**src/rtl/tff_count_ctrl_if.sv**
```systemverilog
// Command channel between the command source and tff_count_ctrl.
// Valid/ready handshake plus the operation fields latched at accept.
interface tff_count_ctrl_if #(
  parameter int WIDTH = 4,
  parameter int CNT_W = 8
);
  logic             cmd_valid;
  logic             cmd_ready;
  logic [1:0]       cmd_op;
  logic [WIDTH-1:0] cmd_data;
  logic [CNT_W-1:0] cmd_steps;

  modport master (
    output cmd_valid, cmd_op, cmd_data, cmd_steps,
    input  cmd_ready
  );

  modport slave (
    input  cmd_valid, cmd_op, cmd_data, cmd_steps,
    output cmd_ready
  );
endinterface

```
**src/rtl/tff_count_ctrl.sv**
```systemverilog
// Sequencer turning UP/DOWN/LOAD/CLEAR commands into one-cycle toggle pulses for a TFF bank.
// Optional shadow-check of the bank value is enabled by defining TFF_CTRL_VERIFY_EN.
module tff_count_ctrl #(
  parameter int WIDTH = 4,
  parameter int CNT_W = 8
) (
  input  logic             clk,
  input  logic             rst,
  tff_count_ctrl_if.slave  cmd,
  input  logic             abort,
  input  logic [WIDTH-1:0] q_in,
  output logic [WIDTH-1:0] t_out,
  output logic             busy,
  output logic             done,
  output logic             wrapped,
  output logic             aborted,
  output logic             err
);

  typedef enum logic [1:0] {IDLE, CALC, PULSE, DONE} state_t;
  typedef enum logic [1:0] {OP_UP, OP_DOWN, OP_LOAD, OP_CLEAR} op_t;

  state_t           state, state_nx;
  op_t              op;
  op_t              cmd_op_e;
  logic [WIDTH-1:0] data;
  logic [CNT_W-1:0] steps;
  logic [CNT_W-1:0] steps_dec;
  logic [WIDTH-1:0] t_calc;
  logic             accept;
  logic             wrap_now;

  assign cmd_op_e      = op_t'(cmd.cmd_op);
  assign accept        = cmd.cmd_valid && (state == IDLE);
  assign cmd.cmd_ready = (state == IDLE);
  assign busy          = (state != IDLE);
  assign done          = (state == DONE);
  assign steps_dec     = steps - CNT_W'(1);
  assign wrap_now      = ((op == OP_UP) && (&q_in)) || ((op == OP_DOWN) && !(|q_in));

  // Toggle bit i flips when every lower bit is 1 (up) or 0 (down): ripple carry/borrow.
  always_comb begin
    logic run_up;
    logic run_dn;
    t_calc = '0;
    run_up = 1'b1;
    run_dn = 1'b1;
    for (int unsigned i = 0; i < WIDTH; i++) begin
      case (op)
        OP_UP:   t_calc[i] = run_up;
        OP_DOWN: t_calc[i] = run_dn;
        OP_LOAD: t_calc[i] = q_in[i] ^ data[i];
        default: t_calc[i] = q_in[i];
      endcase
      run_up = run_up & q_in[i];
      run_dn = run_dn & ~q_in[i];
    end
  end

  always_comb begin
    state_nx = state;
    case (state)
      IDLE: begin
        if (accept) begin
          if (((cmd_op_e == OP_UP) || (cmd_op_e == OP_DOWN)) && (cmd.cmd_steps == '0))
            state_nx = DONE;
          else
            state_nx = CALC;
        end
      end
      CALC:  state_nx = abort ? DONE : PULSE;
      PULSE: begin
        if (((op == OP_UP) || (op == OP_DOWN)) && (steps_dec != '0))
          state_nx = CALC;
        else
          state_nx = DONE;
      end
      default: state_nx = IDLE;
    endcase
  end

  always_ff @(posedge clk or posedge rst) begin
    if (rst) state <= IDLE;
    else     state <= state_nx;
  end

  always_ff @(posedge clk or posedge rst) begin
    if (rst) begin
      op      <= OP_UP;
      data    <= '0;
      steps   <= '0;
      t_out   <= '0;
      wrapped <= 1'b0;
      aborted <= 1'b0;
    end else begin
      t_out <= '0;
      case (state)
        IDLE: begin
          if (accept) begin
            op      <= cmd_op_e;
            data    <= cmd.cmd_data;
            steps   <= cmd.cmd_steps;
            wrapped <= 1'b0;
            aborted <= 1'b0;
          end
        end
        CALC: begin
          if (abort) begin
            aborted <= 1'b1;
          end else begin
            t_out <= t_calc;
            if (wrap_now) wrapped <= 1'b1;
          end
        end
        PULSE:   steps <= steps_dec;
        default: ;
      endcase
    end
  end

`ifdef TFF_CTRL_VERIFY_EN
  logic [WIDTH-1:0] shadow;
  logic             pulsed;
  logic             err_q;
  logic             mismatch;

  // The first CALC has no prior pulse to check against, so gate on pulsed.
  assign mismatch = (state == CALC) && pulsed && (q_in != shadow);
  assign err      = err_q | mismatch;

  always_ff @(posedge clk or posedge rst) begin
    if (rst) begin
      shadow <= '0;
      pulsed <= 1'b0;
      err_q  <= 1'b0;
    end else begin
      if (accept) begin
        shadow <= q_in;
        pulsed <= 1'b0;
      end else if (state == PULSE) begin
        shadow <= shadow ^ t_out;
        pulsed <= 1'b1;
      end
      if (mismatch) err_q <= 1'b1;
    end
  end
`else
  assign err = 1'b0;
`endif

endmodule

```
**src/flat_wrapper.sv**
```systemverilog
// flat-port wrapper written by rule: the top's interface ports become plain ports
module tff_count_ctrl_flat 
#(
  parameter int WIDTH = 4,
  parameter int CNT_W = 8
)
  (clk, rst, abort, q_in, t_out, busy, done, wrapped, aborted, err, cmd_cmd_valid, cmd_cmd_op, cmd_cmd_data, cmd_cmd_steps, cmd_cmd_ready);
  tff_count_ctrl_if #(.WIDTH(WIDTH), .CNT_W(CNT_W)) cmd_i ();
  input  logic clk;
  input  logic rst;
  input  logic abort;
  input  logic [WIDTH-1:0] q_in;
  output logic [WIDTH-1:0] t_out;
  output logic busy;
  output logic done;
  output logic wrapped;
  output logic aborted;
  output logic err;
  input wire logic [$bits(cmd_i.cmd_valid)-1:0] cmd_cmd_valid;
  input wire logic [$bits(cmd_i.cmd_op)-1:0] cmd_cmd_op;
  input wire logic [$bits(cmd_i.cmd_data)-1:0] cmd_cmd_data;
  input wire logic [$bits(cmd_i.cmd_steps)-1:0] cmd_cmd_steps;
  output wire logic [$bits(cmd_i.cmd_ready)-1:0] cmd_cmd_ready;
  assign cmd_i.cmd_valid = cmd_cmd_valid;
  assign cmd_i.cmd_op = cmd_cmd_op;
  assign cmd_i.cmd_data = cmd_cmd_data;
  assign cmd_i.cmd_steps = cmd_cmd_steps;
  assign cmd_cmd_ready = cmd_i.cmd_ready;
  tff_count_ctrl #(.WIDTH(WIDTH), .CNT_W(CNT_W)) u_core (.clk(clk), .rst(rst), .cmd(cmd_i), .abort(abort), .q_in(q_in), .t_out(t_out), .busy(busy), .done(done), .wrapped(wrapped), .aborted(aborted), .err(err));
endmodule
```
**config.mk**
```make
export PLATFORM = sky130hd
export DESIGN_NAME = tff_count_ctrl_flat
export DESIGN_NICKNAME = d
export VERILOG_FILES = /design/src/rtl/tff_count_ctrl_if.sv /design/src/rtl/tff_count_ctrl.sv /design/src/flat_wrapper.sv
export SDC_FILE = /design/constraint.sdc
export NUM_CORES = 1
export LEC_CHECK = 0
export CAP_MARGIN = 15
export CORE_AREA = 2 2 65 48
export CTS_BUF_LIST = sky130_fd_sc_hd__clkbuf_4 sky130_fd_sc_hd__clkbuf_8
export CTS_CLUSTER_DIAMETER = 100
export CTS_CLUSTER_SIZE = 8
export DETAILED_ROUTE_END_ITERATION = 12
export DIE_AREA = 0 0 67 50
export MAX_ROUTING_LAYER = met4
export PLACE_DENSITY = 0.78
export SLEW_MARGIN = 20
export SYNTH_ARGS = -nofsm -noshare
export SYNTH_HDL_FRONTEND = slang
export SYNTH_SLANG_ARGS = --single-unit
```
**constraint.sdc**
```tcl
create_clock -name clk -period 2.2 [get_ports clk]
set_clock_uncertainty 0.2 [all_clocks]
set_input_delay 0.44 -clock clk [delete_from_list [all_inputs] [get_ports clk]]
set_output_delay 0.44 -clock clk [all_outputs]
set_load 0.01 [all_outputs]
```
Word level (Yosys, flattened, before mapping):

Index checks and enable logic that the tools add are counted.

* add/sub/neg operators: 1
* equal/unequal tests: 10
* muxes and demuxes: 19
* bitwise logic cells: 11
* reductions and logical operators: 24

Operators by type and width (number)
* one-hot mux 8 bit (2 select lines): 1
* one-hot mux 1 bit (3 select lines): 3
* zero test 8 bit: 1
* two-way mux 4 bit: 2
* two-way mux 8 bit: 1
* AND reduction 4 bit: 2
* nonzero test 8 bit: 1
* subtractor 8 x 1 -> 8 bit, second input constant: 1
* equality test 2 x 1 -> 1 bit, second input constant: 3
* equality test 2 bit, second input constant: 3
* zero test 2 bit: 3
* two-way mux 2 bit: 3
* one-hot mux 1 bit (2 select lines): 3
* one-hot mux 2 bit (3 select lines): 1
* nonzero test 2 bit: 3
* logical AND 1 bit: 5
* two-way mux 1 bit: 5
* bitwise AND 1 bit: 4
* != test 2 x 1 -> 1 bit, second input constant: 2
* != test 2 bit, second input constant: 2
* AND reduction 2 bit: 2
* OR reduction 4 bit: 1
* XOR 1 bit: 4
* logical OR 1 bit: 3
* 4 further kinds: 6

* flip-flop bits (word level): 22
* input port bits: 22
* logic and storage cells: 72

Longest topological paths before layout:

Gate-level depths: netlist (run 1).

* depth after elaboration: 7
* depth in mapped cells: 8
* depth with buffers taken out: 6

Worst setup path before layout (run 1):

No wires, ideal clock.

* path kind: register to register
* start point: register u_core.state[0]
* end point: register u_core.data[0]
* setup time: 0.125 ns
* data arrival time: 1.441 ns
* required time: 1.875 ns
* setup slack: 0.434 ns
* cell stages (with the launch flop): 8
* clock period less this slack: 1.766 ns
* path through: dfrtp_1 -> buf_2 -> inv_1 -> nand2_1 -> inv_1 -> and2_1 -> buf_2 -> mux2_2

* longest elaborated chain between the ends: 3

Ends and longest elaborated chain
* from (decl): RTL line tff_count_ctrl.sv:23 `state_t state, state_nx;`
* from (signal assigned): RTL line tff_count_ctrl.sv:84 `else state <= state_nx;`
* zero test 2 bit (*)
* net cmd_cmd_ready: RTL line flat_wrapper.sv:23 `output wire logic [$bits(cmd_i.cmd_ready)-1:0] cmd_cmd_ready;`
* logical AND 1 bit: RTL line tff_count_ctrl.sv:34 `assign accept = cmd.cmd_valid && (state == IDLE);`
* AND reduction 2 bit (no line) (*)
* to (signal assigned): RTL line tff_count_ctrl.sv:101 `data <= cmd.cmd_data;`
* to (decl): RTL line tff_count_ctrl.sv:26 `logic [WIDTH-1:0] data;`

The timed path passes the listed nets; every way through them passes the cells marked *.
A chain may end at the register's enable or synchronous reset.

Worst setup path in the final report (run 1):

* start point: register u_core.state[0]
* end point: output port cmd_cmd_ready

* longest elaborated chain between the ends: 1

Ends and longest elaborated chain
* zero test 2 bit: RTL line tff_count_ctrl.sv:35 `assign cmd.cmd_ready = (state == IDLE);`
* to (decl): RTL line flat_wrapper.sv:23

Every way passes these cells.

==> key figures, run 1 <==
Critical path
  • CP max stage cell: clkdlybuf4s50_1
  • Cell Chain, Critical Path: inv_1, nand2_1, inv_1, clkdlybuf4s50_1
  • Flop-to-flop setup slack: 240 ps
  • Worst r2r dst: u_core.state[1]
  • Slowest Stage Delay on Critical Path: 530 ps
  • CP Max Fanout: 3
  • RR Startpoint: u_core.steps[0]
  • Most frequent cell on the critical path: inv_1
  • Worst Reg-to-Reg Cells: 6
  • Worst EP required: 1560 ps
  • Startpoint types: flop
  • CP Launch Point: u_core.state[0]
  • CP endpoint kind: primary output
  • Worst Path Arrival: 1490 ps
  • WS Path Type: reg2out

Timing
  • Period Utilization, post-route: 96.7%
  • Fmax: 0.470 GHz
  • Setup Viol. Count Final: 0
  • Final Hold Viols: 0
  • Slew HR: 65.8%
  • Minimum clock period after layout: 2130 ps
  • Unrepaired setup endpoints after global routing: false
  • Final setup TNS: 0 ps
  • Max Slew Vio Count: 0
  • Worst-Margin Slew: 512 ps
  • WHS: 305 ps

Die
  • Die Y: 50 µm
  • Die area: 0.00335 mm²
  • Starting Density: 48.9%
  • # rows: 16
  • Ports: 32
  • Core region area: 0.00272 mm²
  • Die width: 67 µm

Clock network
  • H-tree Lvls: 1
  • CTS root buffer: clkbuf_8
  • Post-CTS Hold Fix Bufs: 0
  • Clock-pin slew on the worst setup and hold paths: 80 ps
  • CTS tree: done
  • CTS Sinks: 22
  • Clock buffer depth: 2
  • TritonCTS buffer count: 3
  • Clk_lat worst skew: 260 ps

Global routing
  • Vias in the first global route: 1202
  • First-pass GRT wire length: 5820 µm
  • Antenna violations before repair: 0
  • Largest net degree at the start of global routing: 23
  • Gr ovfl total: 0
  • Tot GR Track Use: 23.4%

Detailed routing
  • Drc violations: 0
  • DR iter-0 viols: 90
  • Wire per inst: 15.9 µm
  • Via count: 1228
  • Routed Wire Length: 3410 µm
  • First-pass iteration count of the detailed router: 4
  • Final ANT Viol Nets: 0
  • Drt via density: 5.74

Synth
  • Seq/Total Area, Yosys: 41.3%
  • #FFs+latches synth: 22
  • Main flop type after synthesis: dfrtp_1
  • Post-synth cell types: 43
  • Async SR Flop Fraction: 100%
  • Syn nets: 169
  • Number of warnings issued by yosys: 0
  • Syn avg cell area: 9.19 µm²
  • Syn Inst Count: 145
  • Post-synth EDFFs: 0
  • Post-Syn Area: 0.00133 mm²

Final layout
  • Fin area: 0.00174 mm²
  • Final cell count without fillers: 214
  • Final Net Count: 204
  • Share of layout cells above drive strength 1: 14.0%
  • Register area: 552 µm²
  • Footprint of the multi-input gates: 704 µm²
  • Diode count: 0
  • # fillers: 231
  • Area growth syn-to-layout: 30.3%

Min path
  • Hold Crit Class: in2async

Run
  • Max cap viols: 0

Pwr
  • Final Power: 2180 µW
  • P_leak: 0.000696 µW
  • VDD IR-drop max: 0.714 mV
  • PD cells: 1260 mW/mm²

Placed design
  • Number of placed instances, taps included: 209
  • I/O Buffers: 30
  • Placed cell areas: 0.00168 mm²
  • GP Congestion: 1.01
  • Final HPWL DP: 2550 µm

Run status
  • Status: complete, no violations
[registers in the layout, indices dropped and copies added, names as in the netlist]
name and flops:
u_core.state 2, u_core.data 4, u_core.steps 8, u_core.aborted 1
u_core.op 2, u_core.t_out 4, u_core.wrapped 1
[Yosys cell counts, drive strengths merged, types with 3 or more instances]
cell type  instances  share of area, %
nor2b              3               1.4
nand2             12               3.4
nor2              11               3.1
inv                7               2.0
o22ai              8               3.8
o22a               5               3.4
o21ai              9               3.4
mux2               5               4.2
a21oi             13               4.9
dfrtp             22                41
buf                5               2.7
clkbuf             4               1.1
[kinds of logic (layout without fill, tap and decap cells)]
kind of cell,after synthesis,in the layout,share of synthesized area (%)
AO/OA/AOI/OAI,47,47,22.6
AND/OR/NAND/NOR,46,46,19.7
flip-flops,22,22,41.3
buffers and inverters,16,49,5.82
multiplexers,7,7,5.73
XOR/XNOR,4,4,2.63
adder cells (fa/ha/maj),2,2,1.88
other,1,1,0.281
[worst max-delay path, delay by kind of cell (launching register included)]
family                 cells  cell delay [ps]
buffers and inverters      3              730
AND/OR/NAND/NOR            1               80
flip-flops                 1              420
[where the power goes]
| part | internal [µW] | total [µW] | switching [µW] | leakage [µW] |
|---|---|---|---|---|
| sequential | 589 | 827 | 238 | 0.000268 |
| clock | 122 | 247 | 124 | 0.0000216 |
| combinational | 563 | 1110 | 548 | 0.000406 |
| total | 1270 | 2180 | 911 | 0.000696 |
[worst max path at each step]
stage,to,depth (start not counted)
CTS,cmd_cmd_ready,4
detailed placement,u_core.op[0],3
floorplan,u_core.data[0],7
global route,done,4
finish,cmd_cmd_ready,4
global placement,u_core.data[2],3
[layout by cell type (no fill, tap or decap), types with 3 or more instances in the layout]
master and instances:
dfrtp_1 21, inv_1 7, nor2b_1 3, mux2_2 5, nand2_1 12, buf_4 9
o22ai_1 8, a21oi_1 13, nor2_1 11, clkbuf_8 3, o21ai_0 9, clkdlybuf4s50_1 30
o22a_1 4
[metal layers]
metal | global-route usage, % | wire, µm | part of all wire, % | up-vias
li1 | - | - | - | 594
met1 | 32.8 | 1500 | 44 | 577
met2 | 33.3 | 1630 | 48 | 55
met3 | 6.62 | 260 | 7.6 | 2
met4 | 5.78 | 22 | 0.64 | 0
met5 | - | 0 | 0 | -
[through the flow]
step,utilization [%],worst slack (ps)
after floorplan,-,434
after CTS,63.2,21.9
after global routing,63.8,27.9
after global placement,61.7,154
after detailed placement,61.7,96.2
final,63.8,72.4
[layout make-up]
cell class                      count  share of cell area [%]
Multi-Input combinational cell    107                    40.6
Tap cell                           36                    2.59
Sequential cell                    22                    31.8
Clock buffer                        3                    2.38
Inverter                            7                    1.51
Timing Repair Buffer               39                    21.2
[timing repair]
item | 4_1_cts | 5_1_grt
buffers inserted | 0 | 2
gates resized for setup | 1 | 0
endpoints found under the setup margin | 1 | 1
No activity file was read; power rests on OpenSTA's default activity.
==> run 2, diff against run 1 <==
--- a/config.mk
+++ b/config.mk
@@ -14,6 +14,7 @@
 export DIE_AREA = 0 0 67 50
 export MAX_ROUTING_LAYER = met4
 export PLACE_DENSITY = 0.78
+export SKIP_CTS_REPAIR_TIMING = 1
 export SLEW_MARGIN = 20
 export SYNTH_ARGS = -nofsm -noshare
 export SYNTH_HDL_FRONTEND = slang
==> key figures, run 2 (synthesis results as in run 1) <==
Run status
  • Status: complete, no violations

Global routing
  • First-pass GRT wire length: 5820 µm
  • Gr ovfl total: 0
  • Antenna violations before repair: 0
  • Largest net degree at the start of global routing: 23
  • Tot GR Track Use: 23.4%
  • Vias in the first global route: 1202

Pwr
  • Sequential share of power: 37.8%
  • PD cells: 1250 mW/mm²
  • Cell-internal power: 1270 µW
  • Clk network pwr share: 11.3%
  • Net switching power: 902 µW
  • Switch share: 41.4%
  • Final Power: 2180 µW
  • Comb power frac: 50.9%
  • P_leak: 0.000696 µW
  • VDD IR-drop max: 0.710 mV

Critical path
  • Cell Chain, Critical Path: inv_1, nand2_1, inv_1, clkdlybuf4s50_1
  • Worst Path Arrival: 1480 ps
  • CP endpoint kind: primary output
  • Startpoint types: flop
  • CP max stage cell: clkdlybuf4s50_1
  • Flop-to-flop setup slack: 210 ps
  • CP Max Fanout: 3
  • Worst EP required: 1560 ps
  • Slowest Stage Delay on Critical Path: 530 ps
  • WS Path Type: reg2out
  • Most frequent cell on the critical path: inv_1

Detailed routing
  • Drt via density: 5.70
  • First-pass iteration count of the detailed router: 4
  • Wire per inst: 15.8 µm
  • Routed Wire Length: 3380 µm
  • DR iter-0 viols: 112
  • Via count: 1220
  • Final ANT Viol Nets: 0
  • Drc violations: 0

Clock network
  • CTS root buffer: clkbuf_8
  • Clock buffer depth: 2
  • CTS tree: done
  • TritonCTS buffer count: 3
  • Clock-pin slew on the worst setup and hold paths: 80 ps
  • CTS Sinks: 22
  • H-tree Lvls: 1
  • Clk_lat worst skew: 260 ps

Die
  • Die area: 0.00335 mm²
  • Starting Density: 48.9%
  • Die Y: 50 µm
  • Ports: 32
  • Die width: 67 µm
  • # rows: 16
  • Core region area: 0.00272 mm²

Placed design
  • GP Congestion: 1.01
  • I/O Buffers: 30
  • Final HPWL DP: 2550 µm
  • Placed cell areas: 0.00168 mm²

Timing
  • Final Hold Viols: 0
  • Max Slew Vio Count: 0
  • Fmax: 0.472 GHz
  • Setup Viol. Count Final: 0
  • Minimum clock period after layout: 2120 ps
  • Period Utilization, post-route: 96.3%
  • WHS: 306 ps
  • Unrepaired setup endpoints after global routing: false

Min path
  • Hold Crit Class: in2async

Final layout
  • Largest Register: u_core.steps
  • Commonest non-fill, non-tap cell in the layout: clkdlybuf4s50_1
  • Area growth syn-to-layout: 30.3%
  • Share of layout cells above drive strength 1: 14.0%
  • Biggest regs: u_core.steps (8), u_core.data (4), u_core.t_out (4)
  • Final Net Count: 204
  • Largest register FFs: 8
  • Diode count: 0
  • Fin area: 0.00174 mm²
  • Most frequent cells in the layout: clkdlybuf4s50_1, dfrtp_1, a21oi_1

Run
  • Max cap viols: 0
==> run 2: power by group through the flow <==
stage | sequential (µW) | combinational (µW) | clock (µW)
global route | 852 | 1230 | 277
detailed placement | 836 | 1050 | 0
finish | 822 | 1110 | 246
floorplan | 755 | 772 | 0
global placement | 818 | 1010 | 0
CTS | 827 | 1060 | 253
==> run 2: final timing paths <==
kind / start / end / depth (start not counted)
worst max-delay path: u_core.state[0] / cmd_cmd_ready / 4
worst min-delay path: rst / u_core.t_out[1] / 3
worst max register to register: u_core.steps[0] / u_core.state[1] / 6
worst min register to register: u_core.wrapped / u_core.wrapped / 2
max in group asynchronous: rst / u_core.state[0] / 3
min in group clk: u_core.wrapped / u_core.wrapped / 2
==> run 2: metrics by stage <==
stage / util (%) / instances / setup TNS [ps] / setup slack, ps
6_report: 63.8 / 214 / 0 / 82.3
5_1_grt: 63.8 / 214 / 0 / 28.0
4_1_cts: 63.2 / 212 / -5.56 / -5.56
3_5_place_dp: 61.7 / 209 / 0 / 96.2
3_3_place_gp: 61.7 / 209 / 0 / 154
2_1_floorplan: - / 145 / 0 / 434
==> run 2: final cells by class <==
class | instances | area (µm²)
Inverter | 7 | 26.3
Sequential cell | 22 | 552
Clock buffer | 3 | 41.3
Tap cell | 36 | 45.0
Fill cell | 232 | 986
Multi-Input combinational cell | 107 | 704
Timing Repair Buffer | 39 | 368
==> run 2: worst max-delay path, delay by kind of cell, from the launching register on <==
family / cells / cell delay [ps]
simple gates: 1 / 80
buf+inv: 3 / 720
flops: 1 / 410
==> run 2: layer usage <==
| layer | vias up | global-route usage [%] | share of wire [%] |
|---|---|---|---|
| met1 | 575 | 32.8 | 45 |
| met3 | 4 | 6.62 | 6.6 |
| li1 | 594 | - | - |
| met4 | 0 | 5.78 | 0.86 |
| met2 | 47 | 33.3 | 47 |
| met5 | - | - | 0 |
